--- src/rtl/pipe_stage_ctrl.sv ---
// pipe_stage_ctrl: pipeline control for the 5-stage CPU front end.
//
// Owns the PC register and the IF/ID pipeline register. Consumes the load-use
// stall request and the branch-taken (flush) request, and drives the ID/EX
// bubble and EX/MEM flush strobes combinationally for the current edge.
// Also tracks the RUN/STALL/FLUSH control state, a sticky stuck-stall
// watchdog and (optionally) saturating stall/flush performance counters.
//
// Build option: define PIPE_STAGE_CTRL_PERF_EN to implement the performance
// counters; when undefined, stall_cnt_o and flush_cnt_o are tied to zero.
//
// Ports:
//   clk_i            clock, all state updates on rising edge
//   rst_i            synchronous active-high reset
//   hazard_i         load-use stall request
//   branch_taken_i   branch resolved taken in MEM this cycle
//   branch_target_i  branch target PC, valid with branch_taken_i
//   imem_instr_i     instruction memory data at address pc_o
//   pc_o             current PC
//   ifid_instr_o     IF/ID instruction (0 = NOP)
//   ifid_pc4_o       IF/ID PC+4
//   ifid_valid_o     IF/ID holds a real instruction
//   idex_bubble_o    ID/EX loads zero control bits this edge
//   exmem_flush_o    EX/MEM loads zero control bits this edge
//   state_o          action taken at previous edge: 0=RUN, 1=STALL, 2=FLUSH
//   stall_err_o      sticky watchdog error
//   stall_cnt_o      total stall cycles (saturating)
//   flush_cnt_o      total taken-branch flushes (saturating)

module pipe_stage_ctrl #(
    parameter int unsigned          PC_W      = 32,
    parameter int unsigned          INSTR_W   = 32,
    parameter logic [PC_W-1:0]      RESET_PC  = '0,
    parameter int unsigned          MAX_STALL = 4
) (
    input  logic               clk_i,
    input  logic               rst_i,
    input  logic               hazard_i,
    input  logic               branch_taken_i,
    input  logic [PC_W-1:0]    branch_target_i,
    input  logic [INSTR_W-1:0] imem_instr_i,
    output logic [PC_W-1:0]    pc_o,
    output logic [INSTR_W-1:0] ifid_instr_o,
    output logic [PC_W-1:0]    ifid_pc4_o,
    output logic               ifid_valid_o,
    output logic               idex_bubble_o,
    output logic               exmem_flush_o,
    output logic [1:0]         state_o,
    output logic               stall_err_o,
    output logic [15:0]        stall_cnt_o,
    output logic [15:0]        flush_cnt_o
);

    typedef enum logic [1:0] {
        StRun   = 2'd0,
        StStall = 2'd1,
        StFlush = 2'd2
    } state_e;

    localparam logic [3:0] MaxStall = 4'(MAX_STALL);

    logic [PC_W-1:0]    pc_q, pc_d;
    logic [INSTR_W-1:0] ifid_instr_q, ifid_instr_d;
    logic [PC_W-1:0]    ifid_pc4_q, ifid_pc4_d;
    logic               ifid_valid_q, ifid_valid_d;
    state_e             state_q, state_d;
    logic [3:0]         stall_run_q, stall_run_d;
    logic               stall_err_q, stall_err_d;

    logic               stall_eff;
    logic [PC_W-1:0]    pc_plus4;

    // A bubble sitting in IF/ID has no consumer to protect, so it never stalls.
    assign stall_eff = hazard_i & ifid_valid_q;
    assign pc_plus4  = pc_q + PC_W'(4);

    always_comb begin
        pc_d         = pc_q;
        ifid_instr_d = ifid_instr_q;
        ifid_pc4_d   = ifid_pc4_q;
        ifid_valid_d = ifid_valid_q;
        state_d      = state_q;
        stall_run_d  = stall_run_q;

        if (branch_taken_i) begin
            // Flush wins over any simultaneous hazard.
            pc_d         = branch_target_i;
            ifid_instr_d = '0;
            ifid_pc4_d   = '0;
            ifid_valid_d = 1'b0;
            state_d      = StFlush;
            stall_run_d  = '0;
        end else if (stall_eff) begin
            state_d = StStall;
            // Saturate so a very long stall cannot wrap below the threshold.
            if (stall_run_q != 4'hF) begin
                stall_run_d = stall_run_q + 4'd1;
            end
        end else begin
            pc_d         = pc_plus4;
            ifid_instr_d = imem_instr_i;
            ifid_pc4_d   = pc_plus4;
            ifid_valid_d = 1'b1;
            state_d      = StRun;
            stall_run_d  = '0;
        end

        stall_err_d = stall_err_q | (stall_run_d >= MaxStall);
    end

    always_ff @(posedge clk_i) begin
        if (rst_i) begin
            pc_q         <= RESET_PC;
            ifid_instr_q <= '0;
            ifid_pc4_q   <= '0;
            ifid_valid_q <= 1'b0;
            state_q      <= StRun;
            stall_run_q  <= '0;
            stall_err_q  <= 1'b0;
        end else begin
            pc_q         <= pc_d;
            ifid_instr_q <= ifid_instr_d;
            ifid_pc4_q   <= ifid_pc4_d;
            ifid_valid_q <= ifid_valid_d;
            state_q      <= state_d;
            stall_run_q  <= stall_run_d;
            stall_err_q  <= stall_err_d;
        end
    end

`ifdef PIPE_STAGE_CTRL_PERF_EN
    logic [15:0] stall_cnt_q, stall_cnt_d;
    logic [15:0] flush_cnt_q, flush_cnt_d;

    always_comb begin
        stall_cnt_d = stall_cnt_q;
        flush_cnt_d = flush_cnt_q;
        if (branch_taken_i) begin
            if (flush_cnt_q != 16'hFFFF) begin
                flush_cnt_d = flush_cnt_q + 16'd1;
            end
        end else if (stall_eff) begin
            if (stall_cnt_q != 16'hFFFF) begin
                stall_cnt_d = stall_cnt_q + 16'd1;
            end
        end
    end

    always_ff @(posedge clk_i) begin
        if (rst_i) begin
            stall_cnt_q <= '0;
            flush_cnt_q <= '0;
        end else begin
            stall_cnt_q <= stall_cnt_d;
            flush_cnt_q <= flush_cnt_d;
        end
    end

    assign stall_cnt_o = stall_cnt_q;
    assign flush_cnt_o = flush_cnt_q;
`else
    assign stall_cnt_o = '0;
    assign flush_cnt_o = '0;
`endif

    // Strobes are suppressed during reset so downstream registers see no action.
    assign idex_bubble_o = ~rst_i & (branch_taken_i | stall_eff);
    assign exmem_flush_o = ~rst_i & branch_taken_i;

    assign pc_o         = pc_q;
    assign ifid_instr_o = ifid_instr_q;
    assign ifid_pc4_o   = ifid_pc4_q;
    assign ifid_valid_o = ifid_valid_q;
    assign state_o      = state_q;
    assign stall_err_o  = stall_err_q;

endmodule

--- config.mk ---
export PLATFORM = sky130hd
export DESIGN_NAME = pipe_stage_ctrl
export DESIGN_NICKNAME = d
export VERILOG_FILES = /design/src/rtl/pipe_stage_ctrl.sv
export SDC_FILE = /design/constraint.sdc
export NUM_CORES = 1
export LEC_CHECK = 0
export CORE_MARGIN = 2
export CORE_UTILIZATION = 43
export CTS_BUF_LIST = sky130_fd_sc_hd__clkbuf_16
export DETAILED_ROUTE_END_ITERATION = 8
export HOLD_SLACK_MARGIN = 0.08
export PLACE_DENSITY = 0.78
export RECOVER_POWER = 100
export SETUP_SLACK_MARGIN = 0.2
export SYNTH_ARGS = -nofsm -noshare
export SYNTH_HDL_FRONTEND = slang
export SYNTH_SLANG_ARGS = --single-unit
export TNS_END_PERCENT = 5
--- constraint.sdc ---
create_clock -name clk_i -period 2.34 [get_ports clk_i]
set_input_delay 0.234 -clock clk_i [delete_from_list [all_inputs] [get_ports clk_i]]
set_output_delay 0.234 -clock clk_i [all_outputs]
set_load 0.05 [all_outputs]
==> reports/metrics.csv <==
stage,metric,value,unit
timing,Slew @ Worst Pin,0.877,ns
job,Maximum Capacitance Violations,0,
synth,Mapped Avg Cell Area,8.27,sq um
cells_and_area,Post-Layout Cell Count,885,
timing,endpoints failing hold,0,
setup_path,crit path DAT,1.87,ns
timing,RSZ-0062 raised after global routing,false,
global_route,number of global-route vias before repair,4203,
die,Starting Density,44.1,%
drt,max layer used,met4,
die,Die H,110,microns
setup_path,Worst Reg-to-Reg Cells,7,
die,I/O pin count,202,
synth,"FFs w/ async S/R, synth",0,%
synth,Yosys reg bits,104,
timing,Final setup viols,0,
placement,final RePlAce weighted congestion,0.849,
drt,First DRT Iteration DRCs,335,
cells_and_area,"Net count, final",810,
cells_and_area,number of diodes,0,
cts,root buffer cell,clkbuf_16,
synth,Synth area leader,dfxtp_1,
cells_and_area,final core occ,61.9,%
timing,final setup TNS,0,ns
drt,Met3 Wirelength,780,microns
setup_path,crit path capture type,primary output,
hold_path,hold depth,3,
global_route,first-pass GRT wire length,20.9,mm
cts,"CTS clk-pin slew, worst paths",0.07,ns
die,FP Rows,38,
timing,Relative slew margins,41.3,%
power_and_ir_drop,worst vdd ir,306,uV
global_route,total track usage,22.6,%
global_route,grt ovf,0,
global_route,pin count of the biggest net entering global routing,48,
power_and_ir_drop,Power Dens Cells,639,nW/um^2
global_route,initial antenna violation count,0,
synth,post-synth top area share,43.3,%
synth,library cells used by synthesis,44,
drt,met1 wire length,6.01,mm
synth,number of synthesized flops with an enable pin,0,
timing,final setup margin,0.236,ns
setup_path,CP Launch Type,input pin,
setup_path,Critical Path Fanout Max,5,
timing,Final Slew Violations,0,
hold_path,Tightest Hold Check Type,in2reg,
drt,via count,4601,
cts,H-tree depth,3,
drt,Routed Antenna Nets,0,
drt,Via-to-Cell Ratio,5.20,
cts,CTS buffer count,9,
cts,Longest Clk Path Bufs,2,
placement,detailed placement HPWL,10.0,mm
synth,Synth area leaders,"dfxtp_1 (43%), nand2_1 (7.8%), a21oi_1 (7.5%), xor2_1 (6.2%), buf_4 (5.3%)",
synth,Cells after Synth,581,
synth,Synth Cell Area,4800,sq um
outcome,outcome,completed,
cts,clk_lat worst skew,0.34,ns
placement,DP Cell Count,868,
synth,Post-synth top flop,dfxtp_1,
placement,port bufs,169,
synth,sequential fraction of the synthesis area,43.3,%
cells_and_area,share of cells above drive strength 1,5.91,%
die,DIE AREA,12000,sq um
synth,Synth warnings,0,
timing,Final Cycle Share,89.9,%
setup_path,Worst EP required,2.11,ns
drt,DR pass1 iterations,4,
drt,DRC Markers,0,
cts,CTS tree,built,
setup_path,Setup CP Type,in2out,
die,Core Area,10900,sq um
cts,cts-stage hold buffer count,0,
timing,Final min period,2.10,ns
cells_and_area,number of fillers in the final layout,955,
synth,most frequent cell after synthesis,dfxtp_1,
drt,Avg WL per Cell,15.8,microns
cells_and_area,"Area growth, synth to finish",40.2,%
synth,Post-synth top cells,"dfxtp_1 (104), nand2_1 (100), a21oi_1 (72), nor2_1 (39)",
drt,drt total wl,13.9,mm
timing,Setup Skew,0.00714,ns
power_and_ir_drop,cell leakage power,2.81,nW
placement,Placement Setup Slack,0.150,ns
drt,metal2 WL,6.82,mm
die,die width,110,microns
cts,Sink Count,104,
timing,Peak Freq,475,MHz
## metal layers
metal  track usage, %  vias up
met5                0        -
met3             3.32       24
li1                 -     2249
met1             29.7     2162
met4             10.1        0
met2             36.8      166
## timing repair
item,4_1_cts,5_1_grt
setup endpoints to repair,0,2
buffers inserted,0,1
gates resized for setup,0,2
## per-stage QoR
step / area, sq um / hold slack [ns] / power (mW)
floorplan: 4920 / 0.343 / 2.62
global placement: 6510 / 0.438 / 2.92
detailed placement: 6510 / 0.444 / 2.93
CTS: 6790 / 0.439 / 4.37
global route: 6740 / 0.457 / 4.47
finish: 6740 / 0.443 / 4.31
## worst paths after layout
check	start	end	slack, ns
worst max register to register	pc_o[3]	pc_o[24]	0.24
worst max-delay path	branch_taken_i	exmem_flush_o	0.24
worst min-delay path	imem_instr_i[30]	ifid_instr_o[30]	0.44
worst min register to register	ifid_instr_o[19]	ifid_instr_o[19]	0.45
## layout by cell type, fill, tap and decap left out, drive strengths merged, types with 15 or more instances in the layout
master         netlist  final
dfxtp              104    104
dlygate4sd3          0    101
nand2              100    100
a21oi               72     72
clkdlybuf4s50        0     66
nor2                39     39
xor2                34     34
conb                 1     32
o21ai               29     29
nand3               22     22
a211oi              19     19
clkbuf              33     17
buf                 40     15
## registers in the layout, indices dropped and copies added, names as in the netlist
name          count
ifid_instr_o     32
ifid_pc4_o       32
ifid_valid_o      1
stall_run_q       4
pc_o             32
stall_err_o       1
state_o           2
## worst max-delay path, cell delays in order
cell	delay, ns
dlygate4sd3_1	0.60
clkinv_1	0.10
nor2_1	0.43
clkbuf_1	0.32
buf_12	0.18
## report_power, final
part,switching (mW),internal (mW)
logic,0.625,0.299
registers,0.0787,1.85
clock network,0.639,0.811
total,1.34,2.96
## cells by family (layout without fill, tap and decap cells)
logic type | after synthesis | in the layout | synth area share, %
and+or+nand+nor | 212 | 212 | 21.2
AOI/OAI and AO/OA | 134 | 134 | 15.6
DFF | 104 | 104 | 43.3
buffers and inverters | 78 | 211 | 10.0
xor gates and xnor gates | 47 | 47 | 8.57
muxes | 3 | 3 | 0.625
adders and majority gates | 2 | 2 | 0.521
other | 1 | 32 | 0.0781
## area by class of cell
cell class	count	area [sq um]	share of cell area, %
clock buffer	9	225	3.34
clock inverter	7	55.1	0.817
inverter	5	18.8	0.279
multi-input combinational	430	2330	34.7
sequential	104	2080	30.9
tap	140	175	2.60
timing repair buffer	190	1840	27.4
Power figures use the tool's default switching activity.
